==> config.mk <==
export PLATFORM = sky130hd
export DESIGN_NAME = gate_unit_arbiter
export DESIGN_NICKNAME = d
export VERILOG_FILES = /design/src/rtl/gate_pkg.sv /design/src/rtl/gate_alu.sv /design/src/rtl/gate_unit_arbiter.sv
export SDC_FILE = /design/constraint.sdc
export NUM_CORES = 1
export LEC_CHECK = 0
export BUFFER_PORTS_ARGS = -buffer_cell sky130_fd_sc_hd__buf_2
export CAP_MARGIN = 20
export CORE_ASPECT_RATIO = 2
export CORE_MARGIN = 2
export CORE_UTILIZATION = 35
export CTS_BUF_LIST = sky130_fd_sc_hd__clkbuf_16
export DETAILED_ROUTE_END_ITERATION = 10
export SETUP_SLACK_MARGIN = 0.2
export SKIP_CTS_REPAIR_TIMING = 1
export SLEW_MARGIN = 40
export SYNTH_ARGS = -nofsm -noshare
export SYNTH_HDL_FRONTEND = slang
export SYNTH_SLANG_ARGS = --single-unit
==> constraint.sdc <==
create_clock -name clk -period 5.5 [get_ports clk]
set_input_delay 1.1 -clock clk [delete_from_list [all_inputs] [get_ports clk]]
set_output_delay 1.1 -clock clk [all_outputs]
set_load 0.005 [all_outputs]
==> src/rtl/gate_pkg.sv <==
// -----------------------------------------------------------------------------
// gate_pkg
// Shared definitions for the gate-unit arbiter slice:
//   - OP_* : 3-bit opcodes understood by the shared gate unit (7 is illegal)
//   - state_e : arbiter FSM state encoding (2 bits)
// -----------------------------------------------------------------------------
package gate_pkg;

    localparam logic [2:0] OP_AND  = 3'd0;
    localparam logic [2:0] OP_OR   = 3'd1;
    localparam logic [2:0] OP_NAND = 3'd2;
    localparam logic [2:0] OP_NOR  = 3'd3;
    localparam logic [2:0] OP_XOR  = 3'd4;
    localparam logic [2:0] OP_XNOR = 3'd5;
    localparam logic [2:0] OP_NOT  = 3'd6;
    localparam logic [2:0] OP_ILL  = 3'd7;

    typedef enum logic [1:0] {
        ST_IDLE = 2'd0,
        ST_EXEC = 2'd1,
        ST_RESP = 2'd2
    } state_e;

endpackage

==> src/rtl/gate_alu.sv <==
// -----------------------------------------------------------------------------
// gate_alu
// Purely combinational WIDTH-bit bitwise logic unit; the single shared
// resource behind gate_unit_arbiter.
// Ports:
//   op  [2:0]       opcode (OP_AND..OP_NOT, OP_ILL)
//   a   [WIDTH-1:0] operand A
//   b   [WIDTH-1:0] operand B (ignored for OP_NOT)
//   y   [WIDTH-1:0] result (zero for an illegal opcode)
//   err             high for an illegal opcode
// -----------------------------------------------------------------------------
module gate_alu
    import gate_pkg::*;
#(
    parameter int unsigned WIDTH = 8
) (
    input  logic [2:0]       op,
    input  logic [WIDTH-1:0] a,
    input  logic [WIDTH-1:0] b,
    output logic [WIDTH-1:0] y,
    output logic             err
);

    always_comb begin
        y   = '0;
        err = 1'b0;
        case (op)
            OP_AND:  y = a & b;
            OP_OR:   y = a | b;
            OP_NAND: y = ~(a & b);
            OP_NOR:  y = ~(a | b);
            OP_XOR:  y = a ^ b;
            OP_XNOR: y = ~(a ^ b);
            OP_NOT:  y = ~a;
            default: err = 1'b1;
        endcase
    end

endmodule

==> src/rtl/gate_unit_arbiter.sv <==
// -----------------------------------------------------------------------------
// gate_unit_arbiter
// Round-robin arbiter sharing one gate_alu between N_REQ requesters. One
// transaction is outstanding at a time: IDLE (arbitrate/accept) -> EXEC
// (evaluate latched operands, register result) -> RESP (hold until taken).
// Ports:
//   clk, rst_n                 clock, asynchronous active-low reset
//   req_valid [N_REQ-1:0]      per-requester request valid
//   req_ready [N_REQ-1:0]      per-requester accept, one-hot or zero
//   req_op    [3*N_REQ-1:0]    opcode of requester i at [3i+2:3i]
//   req_a/b   [WIDTH*N_REQ-1:0] operands of requester i
//   resp_valid/resp_ready      response handshake
//   resp_id   [IDW-1:0]        index of the served requester
//   resp_data [WIDTH-1:0]      result
//   resp_err                   opcode was illegal
// -----------------------------------------------------------------------------
module gate_unit_arbiter
    import gate_pkg::*;
#(
    parameter  int unsigned N_REQ = 4,
    parameter  int unsigned WIDTH = 8,
    localparam int unsigned IDW   = (N_REQ > 1) ? $clog2(N_REQ) : 1
) (
    input  logic                   clk,
    input  logic                   rst_n,
    input  logic [N_REQ-1:0]       req_valid,
    output logic [N_REQ-1:0]       req_ready,
    input  logic [3*N_REQ-1:0]     req_op,
    input  logic [WIDTH*N_REQ-1:0] req_a,
    input  logic [WIDTH*N_REQ-1:0] req_b,
    output logic                   resp_valid,
    input  logic                   resp_ready,
    output logic [IDW-1:0]         resp_id,
    output logic [WIDTH-1:0]       resp_data,
    output logic                   resp_err
);

    state_e           state_q, state_d;
    logic [IDW-1:0]   rr_ptr_q, rr_ptr_d;
    logic [2:0]       op_q, op_d;
    logic [WIDTH-1:0] a_q, a_d;
    logic [WIDTH-1:0] b_q, b_d;
    logic [IDW-1:0]   id_q, id_d;
    logic [IDW-1:0]   resp_id_q, resp_id_d;
    logic [WIDTH-1:0] resp_data_q, resp_data_d;
    logic             resp_err_q, resp_err_d;

    logic [2:0]       op_arr [N_REQ];
    logic [WIDTH-1:0] a_arr  [N_REQ];
    logic [WIDTH-1:0] b_arr  [N_REQ];

    logic             pick_found;
    logic [IDW-1:0]   pick_idx;
    logic [IDW-1:0]   scan_idx;
    logic [IDW-1:0]   pick_next;

    logic [WIDTH-1:0] alu_y;
    logic             alu_err;

    // Unpack the flattened request buses into per-requester arrays.
    always_comb begin
        for (int unsigned k = 0; k < N_REQ; k++) begin
            op_arr[k] = req_op[3*k +: 3];
            a_arr[k]  = req_a[WIDTH*k +: WIDTH];
            b_arr[k]  = req_b[WIDTH*k +: WIDTH];
        end
    end

    // Round-robin pick: first valid requester scanning upward from rr_ptr,
    // wrapping at N_REQ (N_REQ need not be a power of two).
    always_comb begin
        pick_found = 1'b0;
        pick_idx   = '0;
        scan_idx   = '0;
        for (int unsigned k = 0; k < N_REQ; k++) begin
            scan_idx = IDW'((32'(rr_ptr_q) + k) % N_REQ);
            if (!pick_found && req_valid[scan_idx]) begin
                pick_found = 1'b1;
                pick_idx   = scan_idx;
            end
        end
    end

    assign pick_next = (pick_idx == IDW'(N_REQ - 1)) ? '0 : pick_idx + 1'b1;

    always_comb begin
        req_ready = '0;
        if (state_q == ST_IDLE && pick_found) begin
            req_ready[pick_idx] = 1'b1;
        end
    end

    gate_alu #(
        .WIDTH (WIDTH)
    ) u_alu (
        .op  (op_q),
        .a   (a_q),
        .b   (b_q),
        .y   (alu_y),
        .err (alu_err)
    );

    always_comb begin
        state_d     = state_q;
        rr_ptr_d    = rr_ptr_q;
        op_d        = op_q;
        a_d         = a_q;
        b_d         = b_q;
        id_d        = id_q;
        resp_id_d   = resp_id_q;
        resp_data_d = resp_data_q;
        resp_err_d  = resp_err_q;
        case (state_q)
            ST_IDLE: begin
                // In IDLE the picked requester is always ready, so a found
                // pick is exactly the request handshake.
                if (pick_found) begin
                    op_d     = op_arr[pick_idx];
                    a_d      = a_arr[pick_idx];
                    b_d      = b_arr[pick_idx];
                    id_d     = pick_idx;
                    rr_ptr_d = pick_next;
                    state_d  = ST_EXEC;
                end
            end
            ST_EXEC: begin
                resp_data_d = alu_y;
                resp_err_d  = alu_err;
                resp_id_d   = id_q;
                state_d     = ST_RESP;
            end
            ST_RESP: begin
                if (resp_ready) begin
                    state_d = ST_IDLE;
                end
            end
            default: state_d = ST_IDLE;
        endcase
    end

    always_ff @(posedge clk or negedge rst_n) begin
        if (!rst_n) begin
            state_q     <= ST_IDLE;
            rr_ptr_q    <= '0;
            op_q        <= '0;
            a_q         <= '0;
            b_q         <= '0;
            id_q        <= '0;
            resp_id_q   <= '0;
            resp_data_q <= '0;
            resp_err_q  <= 1'b0;
        end else begin
            state_q     <= state_d;
            rr_ptr_q    <= rr_ptr_d;
            op_q        <= op_d;
            a_q         <= a_d;
            b_q         <= b_d;
            id_q        <= id_d;
            resp_id_q   <= resp_id_d;
            resp_data_q <= resp_data_d;
            resp_err_q  <= resp_err_d;
        end
    end

    assign resp_valid = (state_q == ST_RESP);
    assign resp_id    = resp_id_q;
    assign resp_data  = resp_data_q;
    assign resp_err   = resp_err_q;

endmodule

# After elaboration in Yosys (flattened, before gate mapping)
# Index checks and enable logic that the tools add are counted.
# classes
n_eq_ne,11
addsub,4
n_bitwise,8
n_reduce_logical,13
muxes,34
n_lt_le_gt_ge,7
# op_table
operator,count
$pmux W8 S7,1
$bmux W8 S2,2
$mux W8,4
$not A8 Y8,4
$lt A2 B3 Y1 const B,5
$mux W2,7
$mux W1,10
$eq A3 B3 Y1 const B,3
$and A8 B8 Y8,1
$bmux W1 S2,4
$or A8 B8 Y8,1
$xor A8 B8 Y8,1
$reduce_or A7 Y1,1
$bmux W3 S2,1
$eq A3 B2 Y1 const B,2
$mux W3,2
$pmux W2 S3,1
$logic_and A1 B1 Y1,5
$add A2 B1 Y2 const B,2
$add A2 B2 Y2 const B,2
$eq A2 B2 Y1 const B,2
$mux W4,1
$reduce_and A2 Y1,2
$eq A3 B1 Y1 const B,1
10 further kinds,12
# totals
out_inout_bits,16
input_bits,83
word_cells,86
reg_bits,36

# Longest topological paths before layout
# logic_depth
depth_word,17
mapped_depth,9
mapped_depth_nobuf,7

# By module
# A second synthesis with hierarchy kept.
# hier_totals
cells_unflattened,289
hier_area_um2,2743.9
# by_module_without_submodules
module,area_per_inst_um2,n_inst,cells_each,seq_area_each_um2
gate_unit_arbiter,2031.9,1,196,900.9
gate_alu,711.9,1,93,0.0

# Worst setup path before layout
# Ideal clock, no wire load.
# synth_timing
path_type,input-to-output
startpoint,input port req_valid[0]
endpoint,output port req_ready[3]
arrival_time_ns,2.317
setup_slack_ns,2.083
stages,8
t_required_ns,4.400
n_path_buf,2
cell_sequence,nor2b_1 > nor2_1 > o221ai_1 > buf_4 > buf_4 > inv_1 > ha_1 > and2_1
# synth_via
elab_chain_len,17
word_cells_on_any_way,29
cone_classes,order compare: 2; mux: 19; reduce/logical: 8
# synth_rtl
element,line,source
from (decl),gate_unit_arbiter.sv:26,"input logic [N_REQ-1:0] req_valid,"
$bmux W1 S2,gate_unit_arbiter.sv:77,if (!pick_found && req_valid[scan_idx]) begin
$mux W1 (implied by the code),gate_unit_arbiter.sv:77,
$mux W1,gate_unit_arbiter.sv:77,
$logic_not A1 Y1,gate_unit_arbiter.sv:77,
$logic_and A1 B1 Y1,gate_unit_arbiter.sv:77,
$mux W1,gate_unit_arbiter.sv:77,
$logic_not A1 Y1,gate_unit_arbiter.sv:77,
$logic_and A1 B1 Y1,gate_unit_arbiter.sv:77,
$mux W1,gate_unit_arbiter.sv:77,
$logic_not A1 Y1,gate_unit_arbiter.sv:77,
$logic_and A1 B1 Y1,gate_unit_arbiter.sv:77,
$mux W2,gate_unit_arbiter.sv:77,
$lt A2 B3 Y1 (implied by the code) or $ge A2 B1 Y1 (tied branches),gate_unit_arbiter.sv:89,req_ready[pick_idx] = 1'b1;
$logic_and A1 B1 Y1 (implied by the code),gate_unit_arbiter.sv:89,
$mux W1 (implied by the code),gate_unit_arbiter.sv:89,
$demux W1 S2,gate_unit_arbiter.sv:89,
$mux W4 *,gate_unit_arbiter.sv:88,if (state_q == ST_IDLE && pick_found) begin
to (decl),gate_unit_arbiter.sv:27,"output logic [N_REQ-1:0] req_ready,"
# Every way passes the cells marked *; elsewhere a longest branch is shown, timed or not. The select of a mux whose other input is x is not followed.

# Final worst setup path
# layout_timing
startpoint,input port req_valid[1]
endpoint,output port req_ready[3]
# The elaborated chain is that of the path after synthesis.

==> run_results.csv <==
group,metric,value,unit
clock_tree,clock_sinks,36,
clock_tree,clock_path_buffers,2,
clock_tree,htree_num_levels,2,
setup_path,crit_type,"in2out",
setup_path,required,4.40,ns
logic_synthesis,synth_top_cell_by_area,"dfrtp_1",
setup_path,slowest_delay,0.66,ns
sta,min_period_over_period,64.8,%
run_status,outcome,"finished clean",
detailed_routing,via_per_inst,5.05,
logic_synthesis,synthTopCellsByCount,"mux2i_1 (40), nand2_1 (40), dfrtp_1 (36), o221ai_1 (23), inv_1 (20)",
clock_tree,cts_tree,"done",
sta,final_hold_viol_count,0,
logic_synthesis,yosys-top-cells-area,"dfrtp_1 (34%), mux2i_1 (15%), ha_1 (8.0%), o221ai_1 (7.6%), nand2_1 (5.7%)",
sta,post-route-min-period,3.56,ns
cells_and_area,layout.nets,472,
clock_tree,numCtsBuffers,5,
global_routing,grt_pass1_vias,2319,
sta,grt_setup_unrepaired,"no",
floorplan,die_x,65.5,um
logic_synthesis,async_flop_share,100,%
min_path,hold_depth,2,
global_routing,grt_usage,15.8,%
detailed_routing,num_vias,2347,
detailed_routing,route.detailed.drc,0,
sta,worst_pin_slew,0.719,ns
sta,setup_viol,0,
cells_and_area,drive_gt1_share,31.9,%
pwr,clkPwrFrac,17.4,%
cells_and_area,syn_to_final_growth,26.4,%
logic_synthesis,netlist_area,2650,sq um
pwr,p_seq_share,31.1,%
logic_synthesis,ys_ff_latch,36,
cells_and_area,multi_input_area,1580,sq um
pwr,switching_share,41.7,%
setup_path,start_kind,"primary input",
job,cap_violations,0,
logic_synthesis,netlist.area_leader.share,34.0,%
cells_and_area,stdcell_count,465,
floorplan,fp-row-count,44,
logic_synthesis,synth-seq-area-share,34.0,%
pwr,p_int,1.08,mW
setup_path,cp_max_fo,27,
sta,slew_headroom,52.0,%
logic_synthesis,syn_nets,386,
clock_tree,path_clk_slew,0.05,ns
clock_tree,clk_latency,0.29,ns
detailed_routing,drt_pass1_iterations,6,
sta,max_freq,281,MHz
global_routing,grt_pass1_wl,10.5,mm
cells_and_area,final_cell_area,3350,sq um
pwr,irDropWorstVdd,0.305,mV
floorplan,pin_count,99,
placed_design,hpwlAfterDp,4.76,mm
pwr,power_switching,774,uW
setup_path,path_common_cell,"buf_2",
placed_design,placed_cells,457,
cells_and_area,post-route-util,45.7,%
sta,finalMaxSlewViolations,0,
sta,holdWs,0.468,ns
placed_design,port_buffers,98,
min_path,min_path_type,"reg2reg",
setup_path,worstPathCellList,"buf_2 -> nor4_1 -> or3_2 -> inv_2 -> and2_1 -> buf_2",
setup_path,crit_path_top_delay_cell,"or3_2",
placed_design,placed_area,3180,sq um
floorplan,coreArea,7320,sq um
detailed_routing,postRouteAntennaNets,0,
cells_and_area,diodes,0,
setup_path,reg2regPathDepth,4,
global_routing,antenna_found_initial,0,
cells_and_area,nFillCells,729,
pwr,powerDensity,555,nW/um^2
detailed_routing,drtIter0Drc,38,
floorplan,die_y,127,um
detailed_routing,drt-total-wl,6.12,mm
sta,tns,0,ns
logic_synthesis,ys_warn_count,0,
logic_synthesis,ys_types,40,
sta,fin_skew,0.00494,ns
global_routing,grt_start_max_net_pins,39,
detailed_routing,routedWlPerCell,13.2,um
logic_synthesis,synth_edf_count,0,
logic_synthesis,synth_ff_type,"dfrtp_1",
logic_synthesis,synth.avg_cell_area,9.26,sq um
floorplan,dieArea,8320,sq um
setup_path,cp-end-kind,"primary output",
clock_tree,cts_root_buf,"clkbuf_16",
pwr,power_leakage,1.73,nW
setup_path,cp.arrival,2.46,ns
logic_synthesis,synth_cells,286,
floorplan,initial_core_util,36.2,%
global_routing,grt.overflow.total,0,
pwr,combPwrFrac,51.5,%
placed_design,gp_congestion,0.793,
cells_and_area,regArea,903,sq um
## through the flow
step                total power, mW  worst slack (ns)
floorplan                      1.33              2.08
global placement               1.52              1.70
detailed placement             1.55              1.62
CTS                            1.89              1.61
global route                   2.05              1.79
finish                         1.86              1.94
## per-layer routing
| layer | track usage [%] | wire, um |
|---|---|---|
| met3 | 2.38 | 236 |
| met1 | 18.6 | 2470 |
| met4 | 6.62 | 121 |
| met5 | 0 | 0 |
| met2 | 28.0 | 3290 |
## worst max-delay path: cells and delay by family
| family | cells | cell delay, ns |
|---|---|---|
| buffers and inverters | 3 | 0.48 |
| AND/OR/NAND/NOR | 3 | 0.88 |
## power groups by stage
stage | clock (mW) | sequential, mW | combinational (mW)
2_1_floorplan | 0 | 0.482 | 0.844
6_report | 0.323 | 0.578 | 0.958
4_1_cts | 0.330 | 0.581 | 0.975
5_1_grt | 0.346 | 0.605 | 1.10
3_3_place_gp | 0 | 0.577 | 0.942
3_5_place_dp | 0 | 0.585 | 0.969
## path summary, 6_finish.rpt
| check | startpoint | to | slack [ns] |
|---|---|---|---|
| min | resp_data[1] | resp_data[1] | 0.47 |
| min reg2reg | resp_data[1] | resp_data[1] | 0.47 |
| max | req_valid[1] | req_ready[3] | 1.94 |
| max reg2reg | state_q[1] | b_q[0] | 3.25 |
| max in group asynchronous | rst_n | op_q[1] | 4.38 |
| min in group asynchronous | rst_n | state_q[1] | 0.77 |
## cells by family after synthesis
group           after synthesis  share of synthesized area [%]
compound gates               64                           17.5
xor+xnor                     11                           3.64
fa+ha+maj                    17                           8.03
buf+inv                      41                           6.94
flops                        36                           34.0
mux                          44                           16.8
simple gates                 73                           13.0
## cell usage in the layout (no fill, tap or decap), types with 2 or more instances in the layout
cell        n
mux2i_1    40
o31ai_1     2
dfrtp_1    34
buf_4       2
inv_1      20
o2bb2ai_1   3
nand3_1     4
nand2_1    40
ha_1       17
o221ai_1   22
buf_2      97
o22ai_1     2
clkbuf_16   5
xor2_1      3
a21oi_1     6
o21ai_0    19
nor2_1      9
nand2b_1    3
mux2_2      4
xnor2_1     8
dfrtp_2     2
nor3b_1     7
nor2b_1     4
## sequential cells by signal, indices dropped and copies added (netlist names)
| name | cells |
|---|---|
| a_q | 8 |
| b_q | 8 |
| resp_data | 8 |
| op_q | 3 |
| id_q | 2 |
| resp_id | 2 |
| rr_ptr_q | 2 |
| state_q | 2 |
| resp_err | 1 |
## layout make-up
cell class	count	share of cell area (%)
Multi-Input combinational cell	209	47.3
Sequential cell	36	27.0
Timing Repair Buffer	99	14.9
Clock buffer	5	3.74
Tap cell	92	3.44
Inverter	21	2.35
Clock inverter	3	1.27
No activity file was read; power rests on OpenSTA's default activity.
